**config.mk**
```make
export PLATFORM = sky130hd
export DESIGN_NAME = pattern_detector_flat
export DESIGN_NICKNAME = d
export VERILOG_FILES = /design/src/rtl/pattern_detector_if.sv /design/src/rtl/pattern_detector.sv /design/src/flat_wrapper.sv
export SDC_FILE = /design/constraint.sdc
export NUM_CORES = 1
export LEC_CHECK = 0
export CAP_MARGIN = 20
export CORE_ASPECT_RATIO = 0.75
export CORE_MARGIN = 1
export CORE_UTILIZATION = 46
export DETAILED_ROUTE_END_ITERATION = 6
export PLACE_DENSITY_LB_ADDON = 0.12
export SLEW_MARGIN = 20
export SYNTH_ARGS = -nofsm -noshare
export SYNTH_HDL_FRONTEND = slang
export SYNTH_SLANG_ARGS = --single-unit
```
**constraint.sdc**
```tcl
create_clock -name clk -period 2.7 [get_ports clk]
set_input_delay 0.81 -clock clk [delete_from_list [all_inputs] [get_ports clk]]
set_output_delay 0.81 -clock clk [all_outputs]
set_load 0.005 [all_outputs]
```
**src/rtl/pattern_detector_if.sv**
```systemverilog
// rtl/pattern_detector_if.sv - serial data, configuration and status bundle for pattern_detector
interface pattern_detector_if #(
  parameter int MAX_LEN = 16,
  parameter int CW      = 8
);
  localparam int LW = $clog2(MAX_LEN + 1);

  logic               DATA_IN;
  logic               DATA_VALID;
  logic               OVERLAP_EN;
  logic               CFG_LOAD;
  logic [MAX_LEN-1:0] CFG_PATTERN;
  logic [LW-1:0]      CFG_LEN;
  logic               CNT_CLR;
  logic               SEQ_FOUND;
  logic [CW-1:0]      MATCH_COUNT;
  logic               CFG_ERR;

  // Stimulus/controller side
  modport master (
    output DATA_IN, DATA_VALID, OVERLAP_EN, CFG_LOAD, CFG_PATTERN, CFG_LEN, CNT_CLR,
    input  SEQ_FOUND, MATCH_COUNT, CFG_ERR
  );

  // Detector side
  modport slave (
    input  DATA_IN, DATA_VALID, OVERLAP_EN, CFG_LOAD, CFG_PATTERN, CFG_LEN, CNT_CLR,
    output SEQ_FOUND, MATCH_COUNT, CFG_ERR
  );
endinterface

```
**src/rtl/pattern_detector.sv**
```systemverilog
// rtl/pattern_detector.sv - configurable serial bit-pattern detector with saturating match counter
module pattern_detector #(
  parameter int          MAX_LEN     = 16,
  parameter int          CW          = 8,
  parameter logic [31:0] DEFAULT_PAT = 32'b110100,
  parameter int          DEFAULT_LEN = 6
) (
  input logic              clk,
  input logic              rst,
  pattern_detector_if.slave bus
);
  localparam int LW = $clog2(MAX_LEN + 1);
  localparam logic [LW-1:0] LEN_MAX = LW'(MAX_LEN);

  logic [MAX_LEN-1:0] history;
  logic [LW-1:0]      fill;
  logic [MAX_LEN-1:0] pat_q;
  logic [LW-1:0]      len_q;
  logic               seq_found_q;
  logic [CW-1:0]      match_count_q;
  logic               cfg_err_q;

  logic [MAX_LEN-1:0] hist_next;
  logic [LW-1:0]      fill_inc;
  logic [MAX_LEN-1:0] len_mask;
  logic               hit;

  // Next history/fill for an accepted bit and the match decision on that updated view.
  // A zero length means detection is disabled; a load edge never matches because it drops the bit.
  always_comb begin
    hist_next = {history[MAX_LEN-2:0], bus.DATA_IN};
    fill_inc  = (fill == LEN_MAX) ? fill : fill + LW'(1);
    len_mask  = '0;
    for (int i = 0; i < MAX_LEN; i++) begin
      len_mask[i] = (i < int'(len_q));
    end
    hit = bus.DATA_VALID && !bus.CFG_LOAD && (len_q != '0) && (fill_inc >= len_q) &&
          (((hist_next ^ pat_q) & len_mask) == '0);
  end

  // Configuration, history/fill tracking and the one-cycle match pulse.
  always_ff @(posedge clk or posedge rst) begin
    if (rst) begin
      history     <= '0;
      fill        <= '0;
      seq_found_q <= 1'b0;
      cfg_err_q   <= 1'b0;
      pat_q       <= DEFAULT_PAT[MAX_LEN-1:0];
      len_q       <= LW'(DEFAULT_LEN);
    end else begin
      seq_found_q <= hit;
      if (bus.CFG_LOAD) begin
        pat_q <= bus.CFG_PATTERN;
        fill  <= '0;
        if (bus.CFG_LEN == '0) begin
          len_q     <= '0;
          cfg_err_q <= 1'b1;
        end else if (bus.CFG_LEN > LEN_MAX) begin
          len_q     <= LEN_MAX;
          cfg_err_q <= 1'b1;
        end else begin
          len_q     <= bus.CFG_LEN;
          cfg_err_q <= 1'b0;
        end
      end else if (bus.DATA_VALID) begin
        history <= hist_next;
        // Non-overlapping mode restarts the fill so the next match needs a fresh window.
        fill    <= (hit && !bus.OVERLAP_EN) ? '0 : fill_inc;
      end
    end
  end

  // Saturating match counter; a clear coinciding with a match counts that match.
  always_ff @(posedge clk or posedge rst) begin
    if (rst) begin
      match_count_q <= '0;
    end else if (hit) begin
      if (bus.CNT_CLR) begin
        match_count_q <= CW'(1);
      end else if (match_count_q != {CW{1'b1}}) begin
        match_count_q <= match_count_q + CW'(1);
      end
    end else if (bus.CNT_CLR) begin
      match_count_q <= '0;
    end
  end

  assign bus.SEQ_FOUND   = seq_found_q;
  assign bus.MATCH_COUNT = match_count_q;
  assign bus.CFG_ERR     = cfg_err_q;
endmodule

```
**src/flat_wrapper.sv**
```systemverilog
// flat-port wrapper written by rule: the top's interface ports become plain ports
module pattern_detector_flat 
#(
  parameter int          MAX_LEN     = 16,
  parameter int          CW          = 8,
  parameter logic [31:0] DEFAULT_PAT = 32'b110100,
  parameter int          DEFAULT_LEN = 6
)
  (clk, rst, bus_DATA_IN, bus_DATA_VALID, bus_OVERLAP_EN, bus_CFG_LOAD, bus_CFG_PATTERN, bus_CFG_LEN, bus_CNT_CLR, bus_SEQ_FOUND, bus_MATCH_COUNT, bus_CFG_ERR);
  pattern_detector_if #(.MAX_LEN(MAX_LEN), .CW(CW)) bus_i ();
  input logic clk;
  input logic rst;
  input wire logic [$bits(bus_i.DATA_IN)-1:0] bus_DATA_IN;
  input wire logic [$bits(bus_i.DATA_VALID)-1:0] bus_DATA_VALID;
  input wire logic [$bits(bus_i.OVERLAP_EN)-1:0] bus_OVERLAP_EN;
  input wire logic [$bits(bus_i.CFG_LOAD)-1:0] bus_CFG_LOAD;
  input wire logic [$bits(bus_i.CFG_PATTERN)-1:0] bus_CFG_PATTERN;
  input wire logic [$bits(bus_i.CFG_LEN)-1:0] bus_CFG_LEN;
  input wire logic [$bits(bus_i.CNT_CLR)-1:0] bus_CNT_CLR;
  output wire logic [$bits(bus_i.SEQ_FOUND)-1:0] bus_SEQ_FOUND;
  output wire logic [$bits(bus_i.MATCH_COUNT)-1:0] bus_MATCH_COUNT;
  output wire logic [$bits(bus_i.CFG_ERR)-1:0] bus_CFG_ERR;
  assign bus_i.DATA_IN = bus_DATA_IN;
  assign bus_i.DATA_VALID = bus_DATA_VALID;
  assign bus_i.OVERLAP_EN = bus_OVERLAP_EN;
  assign bus_i.CFG_LOAD = bus_CFG_LOAD;
  assign bus_i.CFG_PATTERN = bus_CFG_PATTERN;
  assign bus_i.CFG_LEN = bus_CFG_LEN;
  assign bus_i.CNT_CLR = bus_CNT_CLR;
  assign bus_SEQ_FOUND = bus_i.SEQ_FOUND;
  assign bus_MATCH_COUNT = bus_i.MATCH_COUNT;
  assign bus_CFG_ERR = bus_i.CFG_ERR;
  pattern_detector #(.MAX_LEN(MAX_LEN), .CW(CW), .DEFAULT_PAT(DEFAULT_PAT), .DEFAULT_LEN(DEFAULT_LEN)) u_core (.clk(clk), .rst(rst), .bus(bus_i));
endmodule
```
# After elaboration in Yosys (flattened, before gate mapping)
# Cells that the tools add are included.
op_classes:
  add_sub_neg: 2
  n_mul: 0
  div: 0
  n_lt_le_gt_ge: 18
  eq_ne: 2
  shifts: 0
  n_mux: 12
  bitwise: 3
  reduce_logical: 15
ops:
  columns: ["cell", "n"]
  rows:
  - ["$lt 4x5->1 const A", 8]
  - ["$mux 8", 4]
  - ["$mux 5", 6]
  - ["$lt 3x5->1 const A", 4]
  - ["$and 16x16->16", 1]
  - ["$logic_not 16->1", 1]
  - ["$xor 16x16->16", 1]
  - ["$lt 1x5->1 const A", 2]
  - ["$lt 2x5->1 const A", 2]
  - ["$add 8x1->8 const B", 1]
  - ["$ne 8x8->1 const B", 1]
  - ["$reduce_bool 2->1", 3]
  - ["$add 5x1->5 const B", 1]
  - ["$eq 5x5->1 const B", 1]
  - ["$ge 5x5->1", 1]
  - ["$gt 5x5->1 const B", 1]
  - ["$logic_and 1x1->1", 5]
  - ["$logic_not 5->1", 1]
  - ["$reduce_bool 5->1", 1]
  - ["$reduce_and 2->1", 2]
  - ["$logic_not 1->1", 2]
  - ["$mux 1", 2]
  - ["$not 1->1", 1]
totals:
  reg_bits: 51
  latchBits: 0
  ram_bits: 0
  rom_bits: 0
  memories: 0

# Logic depth before layout (Yosys ltp)
depth:
  word_depth: 9
  ltp_mapped: 14
  depth_no_buf: 13

# Least setup slack after synthesis
# Ideal clock, no wire load.
synth_path:
  path_type: "reg-to-reg"
  from: "register u_core.fill[0]"
  to: "register u_core.match_count_q[5], in the netlist u_core.bus.MATCH_COUNT[5]"
  t_arrival_ns: 2.575
  slack_ns: -0.003
  stages_incl_launch_ff: 14
  synth_period_minus_slack_ns: 2.703
  path_cell_list: "dfrtp_1 -> inv_1 -> ha_1 -> nand3b_1 -> nor2_1 -> xnor2_1 -> ha_1 -> nand2b_1 -> a21o_1 -> a211o_1 -> a21oi_1 -> buf_2 -> nor4_4 -> mux2_1"
synth_between:
  elab_chain_cells: 7
  word_cells_on_any_way: 9
  classes_between: "add/sub (1); order compare (1); eq/ne (1); mux (2); reduce/logical (4)"
synth_lines:
  columns: ["element", "line", "rtl"]
  rows:
  - ["start: declaration", "pattern_detector.sv:16", "logic [LW-1:0] fill;"]
  - ["start signal: assignment", "pattern_detector.sv:68", "fill <= (hit && !bus.OVERLAP_EN) ? '0 : fill_inc;"]
  - ["$add 5x1->5 / $eq 5x5->1 (equally long branches)", "pattern_detector.sv:32", "fill_inc = (fill == LEN_MAX) ? fill : fill + LW'(1);"]
  - ["$mux 5 *", "pattern_detector.sv:32", null]
  - ["$ge 5x5->1 *", "pattern_detector.sv:37", "hit = bus.DATA_VALID && !bus.CFG_LOAD && (len_q != '0) && (fill_inc >= len_q) &&"]
  - ["$logic_and 1x1->1 * (2 in series)", "pattern_detector.sv:37", null]
  - ["$reduce_bool 2->1 (no line)", null, null]
  - ["$reduce_and 2->1 (no line)", null, null]
  - ["end signal: assignment", "pattern_detector.sv:81", "match_count_q <= match_count_q + CW'(1);"]
  - ["end: declaration", "pattern_detector.sv:20", "logic [CW-1:0] match_count_q;"]
# Every way passes the cells marked *; elsewhere a longest branch is shown, timed or not.
# A chain may end at the register's enable or synchronous reset.

# Final worst setup path
layout_path:
  from: "input port bus_DATA_VALID"
  to: "register u_core.match_count_q[5], in the netlist u_core.bus.MATCH_COUNT[5]"
layout_between:
  elab_chain_cells: 6
  word_cells_on_any_way: 7
  classes_between: "mux (1); reduce/logical (6)"
layout_lines:
  columns: ["element", "line", "rtl"]
  rows:
  - ["start: declaration", "flat_wrapper.sv:14", "input wire logic [$bits(bus_i.DATA_VALID)-1:0] bus_DATA_VALID;"]
  - ["$logic_and 1x1->1 * (4 in series)", "pattern_detector.sv:37", null]
  - ["$reduce_bool 2->1 (no line)", null, null]
  - ["$reduce_and 2->1 (no line)", null, null]
# Marked as above.

==> results.json <==
{
  "number_of_antenna_cells_inserted": 0,
  "areaGrowthSynthToFinish_pct": 24.9,
  "numCtsBuffers": 5,
  "r2r_cells": 13,
  "seq_area_frac_synth_pct": 45.7,
  "post-place-cells": 396,
  "htree_num_levels": 2,
  "maximum_number_of_pins_on_one_net_before_global_route_repair": 33,
  "fin_crit_ns": 2.60,
  "wirelength_um": 5890,
  "power_density_nw_per_um2": 506,
  "status": "completed",
  "dpl-instance-area_um2": 3320,
  "final_antenna_net_count": 0,
  "timing.final.max_slew_violations": 0,
  "layout.cells.most_common_list": "54 x sky130_fd_sc_hd__nand2_1, 46 x sky130_fd_sc_hd__dfrtp_1, 37 x sky130_fd_sc_hd__clkdlybuf4s50_1, 18 x sky130_fd_sc_hd__xnor2_1, 17 x sky130_fd_sc_hd__mux2_2",
  "placeableCoreArea_um2": 5860,
  "crit_path_end_kind": "register",
  "crit_path_max_fanout": 11,
  "critPathKind": "input port to register",
  "synthesis.area_per_instance_um2": 10.0,
  "detail_route.drc_violations": 0,
  "place_congestion": 0.839,
  "hold_path_startpoint": "u_core.history[5]",
  "cells_along_the_critical_path": "clkdlybuf4s50_1 > nor2b_2 > o211ai_1 > nor4_1 > nand4_1 > buf_4 > nor4_4 > mux2_4",
  "reg2reg_slack_ns": 0.12,
  "clock_insertion_delay_worst_skew_ns": 0.30,
  "design.final.nets": 366,
  "final_instance_count_excl_fillers": 407,
  "relSlewSlack_pct": 66.8,
  "post_synth_inst_count": 280,
  "placement_rows": 24,
  "worst_setup_slack_after_placement_ns": -0.242,
  "die_extent_in_y_um": 69.6,
  "die-width_um": 92.2,
  "final_critical_path_setup_slack_ns": 0.0992,
  "floorplan.initialDensity_pct": 47.9,
  "drt_pass_1_iters": 4,
  "post_synth_cell_types": 50,
  "ys.warnings.count": 0,
  "port_buffers": 37,
  "worstHoldPathCells": 2,
  "die_area_um2": 6420,
  "drive_gt1_share_pct": 20.7,
  "stdcell_area_um2": 3500,
  "cts_buffer_depth": 2,
  "cts-root-buf": "sky130_fd_sc_hd__clkbuf_8",
  "cpPeakStageDelay_ns": 0.48,
  "detailedRoute.firstIterationViolations": 209,
  "detailed_place_hpwl_um": 4150,
  "wire_length_of_the_first_global_routing_pass_um": 9880,
  "critical_path_required_ns": 2.89,
  "max_freq_mhz": 384,
  "mappedNetlistNets": 318,
  "critical_path.reg2reg.startpoint": "u_core.fill[0]",
  "final_common_cell": "sky130_fd_sc_hd__nand2_1",
  "detail_route.wl_per_cell_um": 14.5,
  "grt_overflow": 0,
  "cellLeakagePower_nw": 1.51,
  "hold_class": "register to register",
  "setup_viol": 0,
  "final_period_utilization_pct": 96.3,
  "worst_r2r_endpoint": "u_core.bus.MATCH_COUNT[5]",
  "number_of_global_route_vias_before_repair": 2035,
  "hold_violations": 0,
  "routed_via_density": 5.24,
  "cap_viol_max_count": 0,
  "route.vias.total": 2132,
  "timing.hold.worst_endpoint": "u_core.history[6]",
  "arrival_ns": 2.79,
  "antenna_found_initial": 0,
  "tritoncts_clock_tree": "done",
  "critical_path.startpoint_type": "input port",
  "grt_util_all_layers_pct": 19.7,
  "count_of_boundary_i_o_pins": 38,
  "power.ir.vdd_worst_mv": 0.322,
  "worst_slew_pin_slew_ns": 0.498,
  "path_clk_slew_ns": 0.09,
  "worst_clock_skew_on_the_final_layout_ns": 0.00670,
  "syn_area_um2": 2810,
  "critPathSlowestCell": "sky130_fd_sc_hd__clkdlybuf4s50_1",
  "clock-sinks": 51,
  "synth-seq-cells": 51
}
-- layout make-up --
| type | instances | area [um^2] |
|---|---|---|
| Inverter | 14 | 52.6 |
| Fill cell | 526 | 2350 |
| Sequential cell | 51 | 1280 |
| Clock inverter | 1 | 7.51 |
| Clock buffer | 7 | 96.3 |
| Timing Repair Buffer | 54 | 512 |
| Multi-Input combinational cell | 202 | 1460 |
| Tap cell | 78 | 97.6 |
-- repair_timing --
action | in CTS | in global routing
endpoints found under the hold margin | 0 | 0
setup endpoints to repair | 0 | 12
hold buffers | 0 | 0
gates resized for setup | 0 | 17
setup buffers | 0 | 2
-- through the flow --
stage          power (mW)  hold WS (ns)  util (%)  TNS [ns]
3_5_place_dp         1.29         0.499      56.7     -1.73
3_3_place_gp         1.29         0.498      56.7     -1.35
4_1_cts              1.77         0.522      58.5         0
6_report             1.77         0.517      59.9         0
5_1_grt              1.88         0.547      59.9   -0.0923
2_1_floorplan        1.16         0.467         -         0
-- worst max path at each step --
stage	start	end	slack, ns	depth (start not counted)
floorplan	u_core.fill[0]	u_core.bus.MATCH_COUNT[5]	0.05	13
detailed placement	bus_DATA_VALID	u_core.bus.MATCH_COUNT[7]	-0.24	8
CTS	u_core.fill[0]	u_core.bus.MATCH_COUNT[7]	0.03	13
global placement	bus_DATA_VALID	u_core.bus.MATCH_COUNT[7]	-0.20	8
global route	u_core.fill[0]	u_core.bus.MATCH_COUNT[7]	-0.02	13
finish	bus_DATA_VALID	u_core.bus.MATCH_COUNT[5]	0.1	8
-- critical path, delay by kind of cell --
family | cells | cell delay (ns)
AO/OA/AOI/OAI | 1 | 0.12
AND/OR/NAND/NOR | 4 | 0.84
buffers and inverters | 2 | 0.72
multiplexers | 1 | 0.32
-- sequential cells by signal, summed over array words and instances (netlist names) --
signal	flops
u_core.pat_q	16
u_core.history	15
u_core.bus.MATCH_COUNT	8
u_core.fill	5
u_core.len_q	5
u_core.bus.CFG_ERR	1
u_core.bus.SEQ_FOUND	1
-- synth_stat cells, drive strengths merged --
cell type  number  share of area (%)
o41ai           2               0.89
buf             9                2.0
a31oi           1               0.22
nor2            9                1.2
o21a            2               0.54
mux2           19                7.6
and3            3               0.67
dfrtp          46                 41
maj3            1               0.36
a21o            1               0.27
or2             2               0.54
inv            14                1.9
nand3b          2               0.54
o211ai          2               0.54
a211o           2               0.62
nor4b           1               0.31
nand3           8                1.4
or4             2               0.54
xnor2          18                5.6
a22o            1               0.31
a311o           1               0.36
a21oi          10                1.8
nor3b           1               0.27
xor2            4                1.2
o22ai           1               0.22
clkbuf          4               0.54
nand4           3               0.67
ha             10                4.5
o311ai          2               0.89
dfstp           5                4.7
o21ai          11                2.0
nor2b           5                1.1
nor3            7                1.2
mux2i           2               0.71
nor4            5                2.7
o31ai           1               0.27
o221a           1               0.40
nand2b          5                1.1
a222oi          1               0.36
nand2          54                7.2
a2111oi         1               0.36
o21bai          1               0.27
-- cell families after synthesis --
family	count (synthesis)	synth area share [%]
AO/OA/AOI/OAI	41	10.3
buffers and inverters	27	4.42
XOR/XNOR	22	6.87
AND/OR/NAND/NOR	107	19.6
adder cells (fa/ha/maj)	11	4.82
multiplexers	21	8.34
flip-flops	51	45.7
-- power by group --
part / internal, mW / leakage [nW] / switching, mW
clock network: 0.233 / 0.0505 / 0.248
registers: 0.847 / 0.647 / 0.0809
logic: 0.194 / 0.810 / 0.171
-- per-layer routing --
layer,GRT usage (%),wire length (um),up-vias
li1,-,-,1061
met2,27.9,2540,53
met1,30.7,3000,1013
met5,0,0,-
met3,4.06,306,5
met4,4.69,47,0
Note: power is estimated with default switching activity, not from simulation.
